--- src/rtl/mem_sequencer_if.sv ---
// Host request/response channel plus memory-controller command bus for
// mem_sequencer. master = host/memory side, slave = the sequencer itself.
interface mem_sequencer_if #(
    parameter int ADDR_BITS = 2
);
    // Host request channel
    logic                 req_valid;
    logic                 req_ready;
    logic [1:0]           req_op;
    logic [ADDR_BITS-1:0] req_addr;
    logic [7:0]           req_data;
    logic [ADDR_BITS-1:0] req_len;

    // Host response channel
    logic                 rsp_valid;
    logic                 rsp_ready;
    logic [7:0]           rsp_data;
    logic                 rsp_last;

    // Memory-controller command bus
    logic [ADDR_BITS-1:0] mc_addr;
    logic [7:0]           mc_data;
    logic [3:0]           mc_inst;
    logic [7:0]           mc_rdata;

    modport master (
        output req_valid, req_op, req_addr, req_data, req_len,
        output rsp_ready, mc_rdata,
        input  req_ready, rsp_valid, rsp_data, rsp_last,
        input  mc_addr, mc_data, mc_inst
    );

    modport slave (
        input  req_valid, req_op, req_addr, req_data, req_len,
        input  rsp_ready, mc_rdata,
        output req_ready, rsp_valid, rsp_data, rsp_last,
        output mc_addr, mc_data, mc_inst
    );
endinterface

--- src/rtl/mem_sequencer.sv ---
// Memory sequencer: turns single host requests (WRITE/READ/FILL/DUMP) into
// memory-controller instruction sequences and returns read data one word at
// a time over a valid/ready response channel. All outputs are registered.
module mem_sequencer #(
    parameter int ADDR_BITS = 2
) (
    input  logic             clock,
    input  logic             reset,
    mem_sequencer_if.slave   bus,
    output logic             busy
);
    localparam int CW = ADDR_BITS + 1;

    localparam logic [1:0] OP_WRITE = 2'd0;
    localparam logic [1:0] OP_READ  = 2'd1;
    localparam logic [1:0] OP_FILL  = 2'd2;
    localparam logic [1:0] OP_DUMP  = 2'd3;

    localparam logic [3:0] MC_IDLE  = 4'd0;
    localparam logic [3:0] MC_WRITE = 4'd1;
    localparam logic [3:0] MC_READ  = 4'd2;

    typedef enum logic [2:0] {
        ST_IDLE     = 3'd0,
        ST_WR       = 3'd1,
        ST_FILL     = 3'd2,
        ST_RD_ISSUE = 3'd3,
        ST_RD_CAP   = 3'd4,
        ST_RESP     = 3'd5
    } state_t;

    state_t               state_r, state_nx_s;
    logic [ADDR_BITS-1:0] addr_r, addr_nx_s;
    logic [CW-1:0]        cnt_r, cnt_nx_s;
    logic [7:0]           data_r, data_nx_s;

    logic [3:0]           mc_inst_r, mc_inst_nx_s;
    logic [ADDR_BITS-1:0] mc_addr_r, mc_addr_nx_s;
    logic [7:0]           mc_data_r, mc_data_nx_s;
    logic                 rsp_valid_r, rsp_valid_nx_s;
    logic [7:0]           rsp_data_r, rsp_data_nx_s;
    logic                 rsp_last_r, rsp_last_nx_s;
    logic                 req_ready_r, req_ready_nx_s;
    logic                 busy_r, busy_nx_s;

    logic                 accept_s;
    logic [CW-1:0]        len_ext_s;
    logic                 cnt_one_s;

    // A length of 0 encodes a full sweep of the memory.
    assign len_ext_s = (bus.req_len == {ADDR_BITS{1'b0}}) ? {1'b1, {ADDR_BITS{1'b0}}}
                                                          : {1'b0, bus.req_len};
    assign accept_s  = bus.req_valid & req_ready_r;
    assign cnt_one_s = (cnt_r == CW'(1));

    // State register, latched request fields and registered outputs.
    always_ff @(posedge clock or negedge reset) begin
        if (!reset) begin
            state_r     <= ST_IDLE;
            addr_r      <= {ADDR_BITS{1'b0}};
            cnt_r       <= {CW{1'b0}};
            data_r      <= 8'h00;
            mc_inst_r   <= MC_IDLE;
            mc_addr_r   <= {ADDR_BITS{1'b0}};
            mc_data_r   <= 8'h00;
            rsp_valid_r <= 1'b0;
            rsp_data_r  <= 8'h00;
            rsp_last_r  <= 1'b0;
            req_ready_r <= 1'b0;
            busy_r      <= 1'b0;
        end else begin
            state_r     <= state_nx_s;
            addr_r      <= addr_nx_s;
            cnt_r       <= cnt_nx_s;
            data_r      <= data_nx_s;
            mc_inst_r   <= mc_inst_nx_s;
            mc_addr_r   <= mc_addr_nx_s;
            mc_data_r   <= mc_data_nx_s;
            rsp_valid_r <= rsp_valid_nx_s;
            rsp_data_r  <= rsp_data_nx_s;
            rsp_last_r  <= rsp_last_nx_s;
            req_ready_r <= req_ready_nx_s;
            busy_r      <= busy_nx_s;
        end
    end

    // Next-state logic: request acceptance, address stepping, word counting.
    always_comb begin
        state_nx_s = state_r;
        addr_nx_s  = addr_r;
        cnt_nx_s   = cnt_r;
        data_nx_s  = data_r;
        case (state_r)
            ST_IDLE: begin
                if (accept_s) begin
                    addr_nx_s = bus.req_addr;
                    data_nx_s = bus.req_data;
                    case (bus.req_op)
                        OP_WRITE: begin state_nx_s = ST_WR;       cnt_nx_s = CW'(1);    end
                        OP_READ:  begin state_nx_s = ST_RD_ISSUE; cnt_nx_s = CW'(1);    end
                        OP_FILL:  begin state_nx_s = ST_FILL;     cnt_nx_s = len_ext_s; end
                        OP_DUMP:  begin state_nx_s = ST_RD_ISSUE; cnt_nx_s = len_ext_s; end
                        default:  begin state_nx_s = ST_IDLE;     cnt_nx_s = cnt_r;     end
                    endcase
                end else begin
                    state_nx_s = ST_IDLE;
                end
            end
            ST_WR: begin
                state_nx_s = ST_IDLE;
            end
            ST_FILL: begin
                if (cnt_one_s) begin
                    state_nx_s = ST_IDLE;
                end else begin
                    state_nx_s = ST_FILL;
                    addr_nx_s  = addr_r + ADDR_BITS'(1);
                    cnt_nx_s   = cnt_r - CW'(1);
                end
            end
            ST_RD_ISSUE: begin
                state_nx_s = ST_RD_CAP;
            end
            ST_RD_CAP: begin
                state_nx_s = ST_RESP;
            end
            ST_RESP: begin
                if (bus.rsp_ready) begin
                    if (cnt_one_s) begin
                        state_nx_s = ST_IDLE;
                    end else begin
                        state_nx_s = ST_RD_ISSUE;
                        addr_nx_s  = addr_r + ADDR_BITS'(1);
                        cnt_nx_s   = cnt_r - CW'(1);
                    end
                end else begin
                    state_nx_s = ST_RESP;
                end
            end
            default: begin
                state_nx_s = ST_IDLE;
            end
        endcase
    end

    // Output logic: next values of the registered outputs, decoded from the
    // next state so each output lines up with the state it belongs to.
    always_comb begin
        mc_inst_nx_s   = MC_IDLE;
        mc_addr_nx_s   = mc_addr_r;
        mc_data_nx_s   = mc_data_r;
        rsp_valid_nx_s = 1'b0;
        case (state_nx_s)
            ST_WR, ST_FILL: begin
                mc_inst_nx_s = MC_WRITE;
                mc_addr_nx_s = addr_nx_s;
                mc_data_nx_s = data_nx_s;
            end
            ST_RD_ISSUE: begin
                mc_inst_nx_s = MC_READ;
                mc_addr_nx_s = addr_nx_s;
            end
            ST_RESP: begin
                rsp_valid_nx_s = 1'b1;
            end
            default: begin
                mc_inst_nx_s = MC_IDLE;
            end
        endcase
        // Controller read data is valid during RD_CAP; capture it at its end.
        if (state_r == ST_RD_CAP) begin
            rsp_data_nx_s = bus.mc_rdata;
            rsp_last_nx_s = cnt_one_s;
        end else begin
            rsp_data_nx_s = rsp_data_r;
            rsp_last_nx_s = rsp_last_r;
        end
        busy_nx_s      = (state_nx_s != ST_IDLE);
        req_ready_nx_s = (state_nx_s == ST_IDLE);
    end

    assign bus.req_ready = req_ready_r;
    assign bus.rsp_valid = rsp_valid_r;
    assign bus.rsp_data  = rsp_data_r;
    assign bus.rsp_last  = rsp_last_r;
    assign bus.mc_inst   = mc_inst_r;
    assign bus.mc_addr   = mc_addr_r;
    assign bus.mc_data   = mc_data_r;
    assign busy          = busy_r;
endmodule

--- src/flat_wrapper.sv ---
// flat-port wrapper written by rule: the top's interface ports become plain ports
module mem_sequencer_flat 
#(
    parameter int ADDR_BITS = 2
)
  (clock, reset, busy, bus_req_valid, bus_req_op, bus_req_addr, bus_req_data, bus_req_len, bus_rsp_ready, bus_mc_rdata, bus_req_ready, bus_rsp_valid, bus_rsp_data, bus_rsp_last, bus_mc_addr, bus_mc_data, bus_mc_inst);
  mem_sequencer_if #(.ADDR_BITS(ADDR_BITS)) bus_i ();
  input  logic clock;
  input  logic reset;
  output logic busy;
  input wire logic [$bits(bus_i.req_valid)-1:0] bus_req_valid;
  input wire logic [$bits(bus_i.req_op)-1:0] bus_req_op;
  input wire logic [$bits(bus_i.req_addr)-1:0] bus_req_addr;
  input wire logic [$bits(bus_i.req_data)-1:0] bus_req_data;
  input wire logic [$bits(bus_i.req_len)-1:0] bus_req_len;
  input wire logic [$bits(bus_i.rsp_ready)-1:0] bus_rsp_ready;
  input wire logic [$bits(bus_i.mc_rdata)-1:0] bus_mc_rdata;
  output wire logic [$bits(bus_i.req_ready)-1:0] bus_req_ready;
  output wire logic [$bits(bus_i.rsp_valid)-1:0] bus_rsp_valid;
  output wire logic [$bits(bus_i.rsp_data)-1:0] bus_rsp_data;
  output wire logic [$bits(bus_i.rsp_last)-1:0] bus_rsp_last;
  output wire logic [$bits(bus_i.mc_addr)-1:0] bus_mc_addr;
  output wire logic [$bits(bus_i.mc_data)-1:0] bus_mc_data;
  output wire logic [$bits(bus_i.mc_inst)-1:0] bus_mc_inst;
  assign bus_i.req_valid = bus_req_valid;
  assign bus_i.req_op = bus_req_op;
  assign bus_i.req_addr = bus_req_addr;
  assign bus_i.req_data = bus_req_data;
  assign bus_i.req_len = bus_req_len;
  assign bus_i.rsp_ready = bus_rsp_ready;
  assign bus_i.mc_rdata = bus_mc_rdata;
  assign bus_req_ready = bus_i.req_ready;
  assign bus_rsp_valid = bus_i.rsp_valid;
  assign bus_rsp_data = bus_i.rsp_data;
  assign bus_rsp_last = bus_i.rsp_last;
  assign bus_mc_addr = bus_i.mc_addr;
  assign bus_mc_data = bus_i.mc_data;
  assign bus_mc_inst = bus_i.mc_inst;
  mem_sequencer #(.ADDR_BITS(ADDR_BITS)) u_core (.clock(clock), .reset(reset), .bus(bus_i), .busy(busy));
endmodule
--- config.mk ---
export PLATFORM = sky130hd
export DESIGN_NAME = mem_sequencer_flat
export DESIGN_NICKNAME = d
export VERILOG_FILES = /design/src/rtl/mem_sequencer_if.sv /design/src/rtl/mem_sequencer.sv /design/src/flat_wrapper.sv
export SDC_FILE = /design/constraint.sdc
export NUM_CORES = 1
export LEC_CHECK = 0
export CAP_MARGIN = 20
export CORE_MARGIN = 4
export CORE_UTILIZATION = 50
export DETAILED_ROUTE_END_ITERATION = 8
export PLACE_DENSITY = 0.9
export SYNTH_ARGS = -nofsm -noshare
export SYNTH_HDL_FRONTEND = slang
export SYNTH_SLANG_ARGS = --single-unit
--- constraint.sdc ---
create_clock -name clock -period 5.7 [get_ports clock]
set_input_delay 1.71 -clock clock [delete_from_list [all_inputs] [get_ports clock]]
set_output_delay 1.71 -clock clock [all_outputs]
set_load 0.02 [all_outputs]
==> results.yml <==
synth:
  synth_seq_cells: 40
  seq_area_frac_synth_pct: 55.7
  synthTopCellsByArea: "dfrtp_1 (56%), mux2_2 (11%), mux2_1 (4.4%)"
  synth.distinct_cells: 36
  synth_largest_area_cell: "dfrtp_1"
  synth-warning-count: 0
  synthesis.area_per_instance_sq_um: 13.2
  syn_area_sq_mm: 0.00180
  post-synth-top-area-fraction_pct: 55.7
  netlist_instances: 136
global_routing:
  grt_first_pass_wirelength_microns: 6220
  remaining_global_route_overflow: 0
  grt_start_max_net_pins: 41
  vias_in_the_first_global_route: 1334
  antenna_violations_before_repair: 0
  grt_util_all_layers_pct: 18.4
finish:
  number_of_antenna_repair_diodes: 0
  drive_gt1_share_pct: 18.2
  layout-area-overhead-vs-synth_pct: 30.1
  nNetsFinal: 215
timing:
  worstMarginPinSlew_ps: 853
  finalMaxSlewViolations: 0
  fin_ws_ps: 2320
  fin_worst_hold_slack_ps: 501
  slew_headroom_pct: 43.2
  clock.fmax_mhz: 296
  setup-violations-final: 0
  final-hold-violation-count: 0
  finalWorstPathRequiredPeriod_ps: 3380
  grt_setup_unrepaired: "no"
  worst_clock_skew_ps: 7.20
  ratio_of_final_minimum_period_to_clock_period_pct: 59.4
  fin_tns_setup_ps: 0
worst_hold_path:
  hold_path_class: "flop to flop"
drt:
  detail_route.wirelength_microns: 3890
  routed_via_density: 5.37
  vias: 1251
  detail_route.iter0.violations: 157
  drc: 0
  post_drt_wl_per_cell_microns: 16.7
  drt_first_pass_iters: 4
  antenna_violating_nets_post_route: 0
placed_design:
  dpl.hpwl_microns: 2890
  preCtsSetupSlack_ps: 1980
  placement.io_buffers: 49
  gpl.final_weighted_congestion: 0.888
die:
  floorplan.die.width_microns: 68.0
  io_pins: 52
  std_cell_rows: 21
  floorplan.core_area_sq_mm: 0.00342
  initial_utilization_pct: 52.6
  full_die_area_sq_mm: 0.00462
  die_height_microns: 68.0
setup_path:
  crit_fanout: 15
  timing.critical_path.from_type: "input port"
  setup.worst_path.end_class: "flop"
  max_stage_delay_ps: 510
  setup.worst_path.class: "input port to flop"
  critical_path.cell_chain: "clkdlybuf4s50_1 > nor4bb_4 > nor2b_4 > mux2_1 > mux2_2"
  critPathSlowestCell: "clkdlybuf4s50_1"
  worst-endpoint-required_ps: 5930
  cp.arrival_ps: 3620
pwr:
  ir_drop_mv: 0.292
  cellPowerDensity_mw_per_mm2: 559
  power.static_leakage_nw: 1.01
cts:
  tritoncts: "done"
  cts.htree.levels: 2
  cts.sink_count: 40
  clk_path_buf_depth: 2
  cts-buffers-inserted: 5
  clk_transition_reported_paths_ps: 110
  postCtsSetupBuffers: 0
  cts_hold_buffers: 0
  cts_resized: 0
  cts.root.buffer_cell: "clkbuf_4"
  clk-insertion-delay-late_ps: 340
status:
  status: "complete, no violations"
job:
  max_cap_violations: 0
-- final timing paths --
kind                              startpoint  slack, ps                     end  depth (start not counted)
max                            bus_req_valid       2320   u_core.bus.mc_data[2]                          5
min                         u_core.data_r[1]        500        u_core.data_r[1]                          1
max reg2reg                u_core.state_r[0]       3570   u_core.bus.mc_data[2]                          4
min reg2reg                 u_core.data_r[1]        500        u_core.data_r[1]                          1
max in group asynchronous              reset       3710   u_core.bus.mc_data[7]                          1
min in group asynchronous              reset       1460  u_core.bus.rsp_data[6]                          1
-- cell usage after synthesis --
cell type and count:
or3_1 1, o21bai_1 1, mux2_2 17, a2bb2oi_2 1, nor3_1 4, a21oi_1 3
nor2b_1 2, conb_1 1, nor4bb_4 1, mux2i_1 3, nand2_1 5, ha_1 2
nor2_1 5, a211o_1 1, xor2_1 1, buf_6 3, o21ai_2 2, nor2_2 1
a221o_1 2, o32ai_1 1, and2_1 3, nor2b_4 1, mux2_1 7, nand2b_1 2
dfrtp_1 40, nor3b_1 1, inv_1 7, buf_4 3, o31ai_1 1, o21ai_0 6
a2bb2oi_1 1, mux2_4 3, a22o_1 1, o32a_1 1, nand3b_1 1, o22ai_1 1
-- report_power, final --
group          switching, mW  leakage [nW]  total [mW]  internal [mW]
clock                 0.0906        0.0271       0.136         0.0450
combinational          0.322         0.503       0.667          0.345
sequential            0.0856         0.484       0.506          0.420
-- registers in the layout, indices dropped and copies added, names as in the netlist --
register and count:
u_core.bus.req_ready 1, u_core.bus.mc_addr 2, u_core.data_r 8, u_core.bus.rsp_valid 1
u_core.bus.mc_inst 2, u_core.cnt_r 3, u_core.addr_r 2, u_core.bus.mc_data 8
u_core.busy 1, u_core.bus.rsp_last 1, u_core.bus.rsp_data 8, u_core.state_r 3
-- cells in the final DEF (no fill, tap or decap), types with 2 or more instances in the layout --
cell type and instances:
nor3_1 4, nand2_1 5, nand2b_1 2, clkdlybuf4s50_1 48
a221o_1 2, inv_1 7, o21ai_2 2, nor2b_1 2
ha_1 2, dfrtp_1 40, a21oi_1 3, nor2_1 5
mux2_4 3, mux2_1 7, clkbuf_4 5, conb_1 2
mux2_2 17, o21ai_0 6, mux2i_1 3, and2_1 3
-- worst max-delay path, delay by kind of cell --
| kind | cells | cell delay (ps) |
|---|---|---|
| and+or+nand+nor | 2 | 730 |
| muxes | 2 | 660 |
| buffers and inverters | 1 | 510 |
-- cells by family after synthesis --
group                    count (synthesis)  share of synthesized area [%]
AO/OA/AOI/OAI                           22                           9.12
XOR/XNOR                                 1                          0.487
adder cells (fa/ha/maj)                  2                           1.39
buffers and inverters                   13                           4.59
flip-flops                              40                           55.7
multiplexers                            30                           19.2
other                                    1                          0.209
AND/OR/NAND/NOR                         27                           9.33
-- metal layers --
layer	global-route usage [%]	up-vias	routed length, microns
li1	-	573	-
met1	21.1	609	1520
met5	0	-	0
met4	6.95	0	65
met3	5.58	8	237
met2	32.0	61	2070
-- layout make-up --
class                      instances  area, sq um
fill                             249         1080
sequential                        40         1000
inverter                           7         26.3
timing repair buffer              49          485
clock buffer                       5         37.5
tap                               46         57.6
multi-input combinational         84          718
clock inverter                     2         12.5
-- metrics by stage --
stage	power, mW	cells	utilization, %	instance area (sq um)
after CTS	1.32	233	68.5	2340
final	1.31	233	68.5	2340
after global placement	1.14	226	67.0	2290
after detailed placement	1.18	226	67.0	2290
after global routing	1.39	233	68.5	2340
after floorplan	0.920	137	-	1800
Note: power is estimated with default switching activity, not from simulation.
